===== src/rtl/y86_pkg.sv =====
// Shared Y86-64 encodings: instruction codes, register IDs and processor status,
// plus the status-priority helper used by write-back.
package y86_pkg;

    localparam logic [3:0] IHALT   = 4'h0;
    localparam logic [3:0] INOP    = 4'h1;
    localparam logic [3:0] IRRMOVQ = 4'h2;
    localparam logic [3:0] IIRMOVQ = 4'h3;
    localparam logic [3:0] IRMMOVQ = 4'h4;
    localparam logic [3:0] IMRMOVQ = 4'h5;
    localparam logic [3:0] IOPQ    = 4'h6;
    localparam logic [3:0] IJXX    = 4'h7;
    localparam logic [3:0] ICALL   = 4'h8;
    localparam logic [3:0] IRET    = 4'h9;
    localparam logic [3:0] IPUSHQ  = 4'hA;
    localparam logic [3:0] IPOPQ   = 4'hB;

    localparam logic [3:0] RRSP  = 4'd4;
    localparam logic [3:0] RNONE = 4'hF;

    typedef enum logic [2:0] {
        SAOK = 3'd1,
        SHLT = 3'd2,
        SADR = 3'd3,
        SINS = 3'd4
    } stat_e;

    // Address faults outrank illegal instructions, which outrank halt.
    function automatic stat_e next_stat(input logic imem_error, input logic dmem_error,
                                        input logic instr_valid, input logic [3:0] icode);
        stat_e s;
        if (imem_error || dmem_error) begin
            s = SADR;
        end else if (!instr_valid) begin
            s = SINS;
        end else if (icode == IHALT) begin
            s = SHLT;
        end else begin
            s = SAOK;
        end
        return s;
    endfunction

endpackage


===== src/rtl/y86_wb_regfile_if.sv =====
// Bundle of the per-instruction inputs and decode/read/status outputs of the
// write-back stage; the datapath drives it as master, write-back is the slave.
interface y86_wb_regfile_if #(
    parameter int CNTW = 32
);
    logic            commit;
    logic [3:0]      icode;
    logic            cnd;
    logic [3:0]      rA;
    logic [3:0]      rB;
    logic [63:0]     valE;
    logic [63:0]     valM;
    logic            imem_error;
    logic            dmem_error;
    logic            instr_valid;
    logic [3:0]      srcA;
    logic [3:0]      srcB;
    logic [3:0]      dstE;
    logic [3:0]      dstM;
    logic [63:0]     valA;
    logic [63:0]     valB;
    logic [2:0]      stat;
    logic            halted;
    logic [CNTW-1:0] retired;

    modport master (
        output commit, icode, cnd, rA, rB, valE, valM, imem_error, dmem_error, instr_valid,
        input  srcA, srcB, dstE, dstM, valA, valB, stat, halted, retired
    );

    modport slave (
        input  commit, icode, cnd, rA, rB, valE, valM, imem_error, dmem_error, instr_valid,
        output srcA, srcB, dstE, dstM, valA, valB, stat, halted, retired
    );

endinterface


===== src/rtl/y86_regfile.sv =====
// Architectural register file: NREG x 64 storage, two combinational read ports,
// two write ports where port M wins on a shared destination. IDs >= NREG are "none".
module y86_regfile #(
    parameter int NREG = 15
) (
    input  logic        clk,
    input  logic        rst,
    input  logic [3:0]  src_a,
    input  logic [3:0]  src_b,
    output logic [63:0] val_a,
    output logic [63:0] val_b,
    input  logic        we_e,
    input  logic [3:0]  dst_e,
    input  logic [63:0] val_e,
    input  logic        we_m,
    input  logic [3:0]  dst_m,
    input  logic [63:0] val_m
);

    logic [63:0] regs_r [NREG];

    // Read ports return pre-write contents; no bypass from the write ports.
    always_comb begin
        val_a = 64'd0;
        val_b = 64'd0;
        if (int'(src_a) < NREG) begin
            val_a = regs_r[src_a];
        end else begin
            val_a = 64'd0;
        end
        if (int'(src_b) < NREG) begin
            val_b = regs_r[src_b];
        end else begin
            val_b = 64'd0;
        end
    end

    // Storage update; port M checked first so popq %rsp keeps the loaded value.
    always_ff @(posedge clk or posedge rst) begin
        if (rst) begin
            for (int i = 0; i < NREG; i++) begin
                regs_r[i] <= 64'd0;
            end
        end else begin
            for (int i = 0; i < NREG; i++) begin
                if (we_m && (dst_m == 4'(i))) begin
                    regs_r[i] <= val_m;
                end else if (we_e && (dst_e == 4'(i))) begin
                    regs_r[i] <= val_e;
                end else begin
                    regs_r[i] <= regs_r[i];
                end
            end
        end
    end

endmodule


===== src/rtl/y86_wb_regfile.sv =====
// Y86-64 SEQ write-back: register ID decode, register file, sticky status machine
// and retired-instruction counter. Once status leaves AOK nothing else is committed.
module y86_wb_regfile
    import y86_pkg::*;
#(
    parameter int NREG = 15,
    parameter int CNTW = 32
) (
    input logic               clk,
    input logic               rst,
    y86_wb_regfile_if.slave   bus
);

    logic [3:0]      src_a_s, src_b_s, dst_e_s, dst_m_s;
    stat_e           stat_r, stat_next_s, instr_stat_s;
    logic            halted_r;
    logic            commit_ok_s;
    logic [CNTW-1:0] retired_r;

    // Register ID decode from the instruction fields.
    always_comb begin
        src_a_s = RNONE;
        src_b_s = RNONE;
        dst_e_s = RNONE;
        dst_m_s = RNONE;
        case (bus.icode)
            IRRMOVQ: begin
                src_a_s = bus.rA;
                dst_e_s = bus.cnd ? bus.rB : RNONE;
            end
            IIRMOVQ: dst_e_s = bus.rB;
            IRMMOVQ: begin
                src_a_s = bus.rA;
                src_b_s = bus.rB;
            end
            IMRMOVQ: begin
                src_b_s = bus.rB;
                dst_m_s = bus.rA;
            end
            IOPQ: begin
                src_a_s = bus.rA;
                src_b_s = bus.rB;
                dst_e_s = bus.rB;
            end
            ICALL: begin
                src_b_s = RRSP;
                dst_e_s = RRSP;
            end
            IRET: begin
                src_a_s = RRSP;
                src_b_s = RRSP;
                dst_e_s = RRSP;
            end
            IPUSHQ: begin
                src_a_s = bus.rA;
                src_b_s = RRSP;
                dst_e_s = RRSP;
            end
            IPOPQ: begin
                src_a_s = RRSP;
                src_b_s = RRSP;
                dst_e_s = RRSP;
                dst_m_s = bus.rA;
            end
            default: begin
                src_a_s = RNONE;
                src_b_s = RNONE;
                dst_e_s = RNONE;
                dst_m_s = RNONE;
            end
        endcase
    end

    // Status next-state: only a committing instruction can move AOK to a stop state.
    always_comb begin
        instr_stat_s = next_stat(bus.imem_error, bus.dmem_error, bus.instr_valid, bus.icode);
        stat_next_s  = stat_r;
        commit_ok_s  = 1'b0;
        if (bus.commit && (stat_r == SAOK)) begin
            stat_next_s = instr_stat_s;
            commit_ok_s = (instr_stat_s == SAOK);
        end else begin
            stat_next_s = stat_r;
            commit_ok_s = 1'b0;
        end
    end

    // Status state register with a registered halted flag.
    always_ff @(posedge clk or posedge rst) begin
        if (rst) begin
            stat_r   <= SAOK;
            halted_r <= 1'b0;
        end else begin
            stat_r   <= stat_next_s;
            halted_r <= (stat_next_s != SAOK);
        end
    end

    // Retired-instruction counter, wraps naturally.
    always_ff @(posedge clk or posedge rst) begin
        if (rst) begin
            retired_r <= '0;
        end else if (commit_ok_s) begin
            retired_r <= retired_r + CNTW'(1);
        end else begin
            retired_r <= retired_r;
        end
    end

    y86_regfile #(.NREG(NREG)) u_regfile (
        .clk   (clk),
        .rst   (rst),
        .src_a (src_a_s),
        .src_b (src_b_s),
        .val_a (bus.valA),
        .val_b (bus.valB),
        .we_e  (commit_ok_s),
        .dst_e (dst_e_s),
        .val_e (bus.valE),
        .we_m  (commit_ok_s),
        .dst_m (dst_m_s),
        .val_m (bus.valM)
    );

    assign bus.srcA    = src_a_s;
    assign bus.srcB    = src_b_s;
    assign bus.dstE    = dst_e_s;
    assign bus.dstM    = dst_m_s;
    assign bus.stat    = stat_r;
    assign bus.halted  = halted_r;
    assign bus.retired = retired_r;

endmodule


===== src/flat_wrapper.sv =====
// flat-port wrapper written by rule: the top's interface ports become plain ports
module y86_wb_regfile_flat import y86_pkg::*;
#(
    parameter int NREG = 15,
    parameter int CNTW = 32
)
  (clk, rst, bus_commit, bus_icode, bus_cnd, bus_rA, bus_rB, bus_valE, bus_valM, bus_imem_error, bus_dmem_error, bus_instr_valid, bus_srcA, bus_srcB, bus_dstE, bus_dstM, bus_valA, bus_valB, bus_stat, bus_halted, bus_retired);
  y86_wb_regfile_if #(.CNTW(CNTW)) bus_i ();
  input logic clk;
  input logic rst;
  input wire logic [$bits(bus_i.commit)-1:0] bus_commit;
  input wire logic [$bits(bus_i.icode)-1:0] bus_icode;
  input wire logic [$bits(bus_i.cnd)-1:0] bus_cnd;
  input wire logic [$bits(bus_i.rA)-1:0] bus_rA;
  input wire logic [$bits(bus_i.rB)-1:0] bus_rB;
  input wire logic [$bits(bus_i.valE)-1:0] bus_valE;
  input wire logic [$bits(bus_i.valM)-1:0] bus_valM;
  input wire logic [$bits(bus_i.imem_error)-1:0] bus_imem_error;
  input wire logic [$bits(bus_i.dmem_error)-1:0] bus_dmem_error;
  input wire logic [$bits(bus_i.instr_valid)-1:0] bus_instr_valid;
  output wire logic [$bits(bus_i.srcA)-1:0] bus_srcA;
  output wire logic [$bits(bus_i.srcB)-1:0] bus_srcB;
  output wire logic [$bits(bus_i.dstE)-1:0] bus_dstE;
  output wire logic [$bits(bus_i.dstM)-1:0] bus_dstM;
  output wire logic [$bits(bus_i.valA)-1:0] bus_valA;
  output wire logic [$bits(bus_i.valB)-1:0] bus_valB;
  output wire logic [$bits(bus_i.stat)-1:0] bus_stat;
  output wire logic [$bits(bus_i.halted)-1:0] bus_halted;
  output wire logic [$bits(bus_i.retired)-1:0] bus_retired;
  assign bus_i.commit = bus_commit;
  assign bus_i.icode = bus_icode;
  assign bus_i.cnd = bus_cnd;
  assign bus_i.rA = bus_rA;
  assign bus_i.rB = bus_rB;
  assign bus_i.valE = bus_valE;
  assign bus_i.valM = bus_valM;
  assign bus_i.imem_error = bus_imem_error;
  assign bus_i.dmem_error = bus_dmem_error;
  assign bus_i.instr_valid = bus_instr_valid;
  assign bus_srcA = bus_i.srcA;
  assign bus_srcB = bus_i.srcB;
  assign bus_dstE = bus_i.dstE;
  assign bus_dstM = bus_i.dstM;
  assign bus_valA = bus_i.valA;
  assign bus_valB = bus_i.valB;
  assign bus_stat = bus_i.stat;
  assign bus_halted = bus_i.halted;
  assign bus_retired = bus_i.retired;
  y86_wb_regfile #(.NREG(NREG), .CNTW(CNTW)) u_core (.clk(clk), .rst(rst), .bus(bus_i));
endmodule

===== config.mk =====
export PLATFORM = sky130hd
export DESIGN_NAME = y86_wb_regfile_flat
export DESIGN_NICKNAME = d
export VERILOG_FILES = /design/src/rtl/y86_pkg.sv /design/src/rtl/y86_wb_regfile_if.sv /design/src/rtl/y86_regfile.sv /design/src/rtl/y86_wb_regfile.sv /design/src/flat_wrapper.sv
export SDC_FILE = /design/constraint.sdc
export NUM_CORES = 2
export LEC_CHECK = 0
export BUFFER_PORTS_ARGS = -buffer_cell sky130_fd_sc_hd__buf_4
export CAP_MARGIN = 0
export CORE_MARGIN = 1
export CORE_UTILIZATION = 60
export DETAILED_ROUTE_END_ITERATION = 12
export PLACE_DENSITY = 0.89
export SLEW_MARGIN = 30
export SYNTH_ARGS = -nofsm -noshare
export SYNTH_HDL_FRONTEND = slang
export SYNTH_HIERARCHICAL = 1
export SYNTH_SLANG_ARGS = --single-unit

===== constraint.sdc =====
create_clock -name clk -period 31.5 [get_ports clk]
set_input_delay 1.575 -clock clk [delete_from_list [all_inputs] [get_ports clk]]
set_output_delay 1.575 -clock clk [all_outputs]
set_load 0.02 [all_outputs]

==> flow_metrics.py <==
metrics = {
    "run_status": {
        "status": "finished, final reports clean",
    },
    "floorplanning": {
        "ioPinCount": 327,
        "rows": 117,
        "dieArea_mm2": 0.104,
        "core_area_mm2": 0.102,
        "die_h_um": 323,
        "initial_utilization": 0.606,
        "die_w_um": 323,
    },
    "routing": {
        "vias_per_cell": 7.37,
        "drcViolationCount": 0,
        "post_drt_wl_per_cell_um": 30.0,
        "wl_um": 222000,
        "drt-initial-drc-count": 9733,
        "dr.pass1.iters": 9,
        "postRouteAntennaNets": 0,
        "vias": 54673,
    },
    "worst_setup_path": {
        "slowest_delay_ps": 890,
        "slowest_stage": "a2111oi_2",
        "critPathMaxFanout": 49,
        "arrival_ps": 6310,
        "start_kind": "input pin",
        "setup.worst_path.class": "in2out",
        "cp_num_buf_inv": 5,
        "required_ps": 29930,
        "critPathCaptureType": "output pin",
        "critical_path.top_delay_family": "buffers and inverters",
        "crit_top_cell": "buf_4",
        "path_cells": "buf_4, nor2_1, a211o_1, o21a_4, buf_4, buf_4, nor3b_4, buf_4, a2111oi_2, buf_4",
    },
    "yosys": {
        "synth_cell_type_count": 61,
        "synth_mux_area_frac": 0.302,
        "synth-compound-area-share": 0.149,
        "ys.flop_type": "dfrtp_1",
        "syn-num-nets": 6232,
        "synthArstFlopShare": 1.00,
        "synth_edf_count": 0,
        "synth_top_family_by_area": "multiplexers",
        "ys_warn_count": 6,
        "syn_area_per_cell_um2": 10.1,
        "synth-xor-area-share": 0.00440,
        "yosysSeqAreaShare": 0.404,
        "synth_cells": 6084,
        "synth_top_cell_area_share": 0.403,
        "synth.ff_latch_count": 996,
        "synthesis.area_mm2": 0.0617,
        "synthSimpleGateAreaFrac": 0.0903,
        "ys_top_cells_by_area": "dfrtp_1 (40%), mux2i_1 (21%), mux4_2 (9.4%)",
        "synthAdderAreaFrac": 0.000203,
        "yosysTopAreaCell": "dfrtp_1",
    },
    "placement": {
        "place.gp.congestion": 0.859,
        "portBuffers": 326,
        "pre_cts_ws_ps": 23850,
        "dp_hpwl_um": 116000,
    },
    "clocking": {
        "tritoncts": "done",
        "numCtsBuffers": 105,
        "clkLatencyLatePin_ps": 740,
        "clk_pin_slew_ps": 60,
        "ctsHoldBuffers": 0,
        "cts_buffer_depth": 3,
        "postCtsSetupRepairBufs": 0,
        "htreeDepth": 3,
        "numClockSinks": 996,
        "cts-resized-gates": 0,
        "cts_root_buf": "clkbuf_16",
    },
    "run": {
        "cap_violations": 0,
    },
    "hold_path": {
        "min_path_type": "reg2reg",
    },
    "power": {
        "swShare": 0.267,
        "ir_drop_v": 0.0000512,
        "power_density_mw_per_mm2": 42.6,
        "switchingPower_mw": 0.772,
        "pwr-share-seq": 0.443,
        "intPower_mw": 2.12,
        "combPwrFrac": 0.099,
        "clock_power_share": 0.458,
        "p_leak_nw": 31.2,
    },
    "grt": {
        "grt_pass1_wl_um": 328000,
        "grt_max_degree": 181,
        "antenna_found_initial": 25,
        "track_usage": 0.418,
        "grt_pass1_vias": 53938,
        "overflow": 0,
    },
    "sta": {
        "slew_headroom": 0.241,
        "skew_ps": 38.8,
        "finalWorstSetupSlack_ps": 23620,
        "setup_viol": 0,
        "hold_viol": 0,
        "worstMarginPinSlew_ps": 1140,
        "max_freq_mhz": 127,
        "slew_violations": 0,
        "grt_setup_unrepaired": "false",
        "period_minus_slack_ps": 7880,
        "period_share": 0.250,
        "fin_setup_tns_ps": 0,
    },
    "final_layout": {
        "final_nets": 6105,
        "layout_commonest_cell": "mux2i_1",
        "syn_to_final_growth_pct": 9.87,
        "drive_above_1_share": 0.157,
        "final_cell_mix": "mux2i_1 (1,280), dfrtp_1 (995), nor2_1 (648)",
    },
}
## registers in the layout, indices dropped and copies added (netlist names)
signal and flops:
u_core/bus.halted 1, u_core/u_regfile/regs_r 960, u_core/bus.stat 3, u_core/bus.retired 32
## synthesized netlist by cell type, types with 16 or more instances
master and instances:
buf_2 142, o22ai_1 64, dfrtp_1 995, nand3_1 19, a21oi_1 642, o2bb2ai_1 62, mux2i_1 1280, buf_1 47
nor2_1 651, mux4_2 257, xnor2_1 29, clkbuf_1 376, o21ai_0 363, nor2b_1 132, a211oi_1 183, nand2_1 401
a2111oi_1 38, o21ai_1 93, nand4_1 19, buf_4 82, buf_6 16, a22oi_1 64
## final cells by class
class / instances / area, um^2
Antenna cell: 13 / 32.5
Clock buffer: 151 / 3090
Clock inverter: 40 / 553
Fill cell: 7096 / 34100
Inverter: 8 / 38.8
Multi-Input combinational cell: 4416 / 33900
Sequential cell: 996 / 24900
Tap cell: 1368 / 1710
Timing Repair Buffer: 430 / 3540
## worst register-to-register path, stage by stage, from the launching register on
cell      delay (ps)
dfstp_2          550
nand3b_1         290
nor3_4           610
nand3b_2         330
nor2_4           910
buf_4            630
buf_4            910
mux2i_1          370
a21oi_1           90
## per-layer routing
metal  share of wire  up-vias  routed length (um)  global-route usage
met5          0.0011        -                 252                   0
met4           0.075       34               16700               0.266
met3            0.17     1365               37700               0.182
met2            0.41     5273               92300               0.586
met1            0.34    26119               75400               0.527
li1                -    21882                   -                   -
## power by group through the flow
stage | clock, mW | combinational (mW) | sequential, mW
after floorplan | 0 | 0.166 | 1.30
after global placement | 0 | 0.270 | 1.30
after detailed placement | 0 | 0.272 | 1.30
after CTS | 1.32 | 0.274 | 1.28
after global routing | 1.37 | 0.293 | 1.28
final | 1.32 | 0.286 | 1.28
## worst paths after layout
kind	startpoint	endpoint	slack (ps)	depth (start not counted)
max	bus_icode[2]	bus_valA[54]	23620	10
min	u_core/bus.retired[31]$_DFFE_PP0P_	u_core/bus.retired[31]$_DFFE_PP0P_	480	1
max reg2reg	u_core/bus.stat[0]$_DFF_PP1_	u_core/u_regfile/regs_r[329]$_DFFE_PP0P_	26630	8
min reg2reg	u_core/bus.retired[31]$_DFFE_PP0P_	u_core/bus.retired[31]$_DFFE_PP0P_	480	1
max in group asynchronous	rst	u_core/u_regfile/regs_r[272]$_DFFE_PP0P_	27620	5
min in group asynchronous	rst	u_core/bus.stat[2]$_DFF_PP0_	1000	3
## per-stage QoR
step                      power [mW]  instances  hold WS, ps  instance area, um^2   util
after floorplan                 1.47       6084          530                61700      -
after global placement          1.57       7208          473                63800  0.626
after detailed placement        1.57       7211          466                63900  0.627
after CTS                       2.87       7402          479                67600  0.663
after global routing            2.94       7417          494                67800  0.666
final                           2.89       7422          476                67800  0.666
## cells by family (layout without fill, tap and decap cells)
logic type,Yosys count,after routing
AOI/OAI and AO/OA,1555,1555
muxes,1538,1538
adders and majority gates,1,1
DFF,996,996
other,0,13
buffers and inverters,672,629
xor gates and xnor gates,31,31
and+or+nand+nor,1291,1291
No activity file was read; power rests on OpenSTA's default activity.
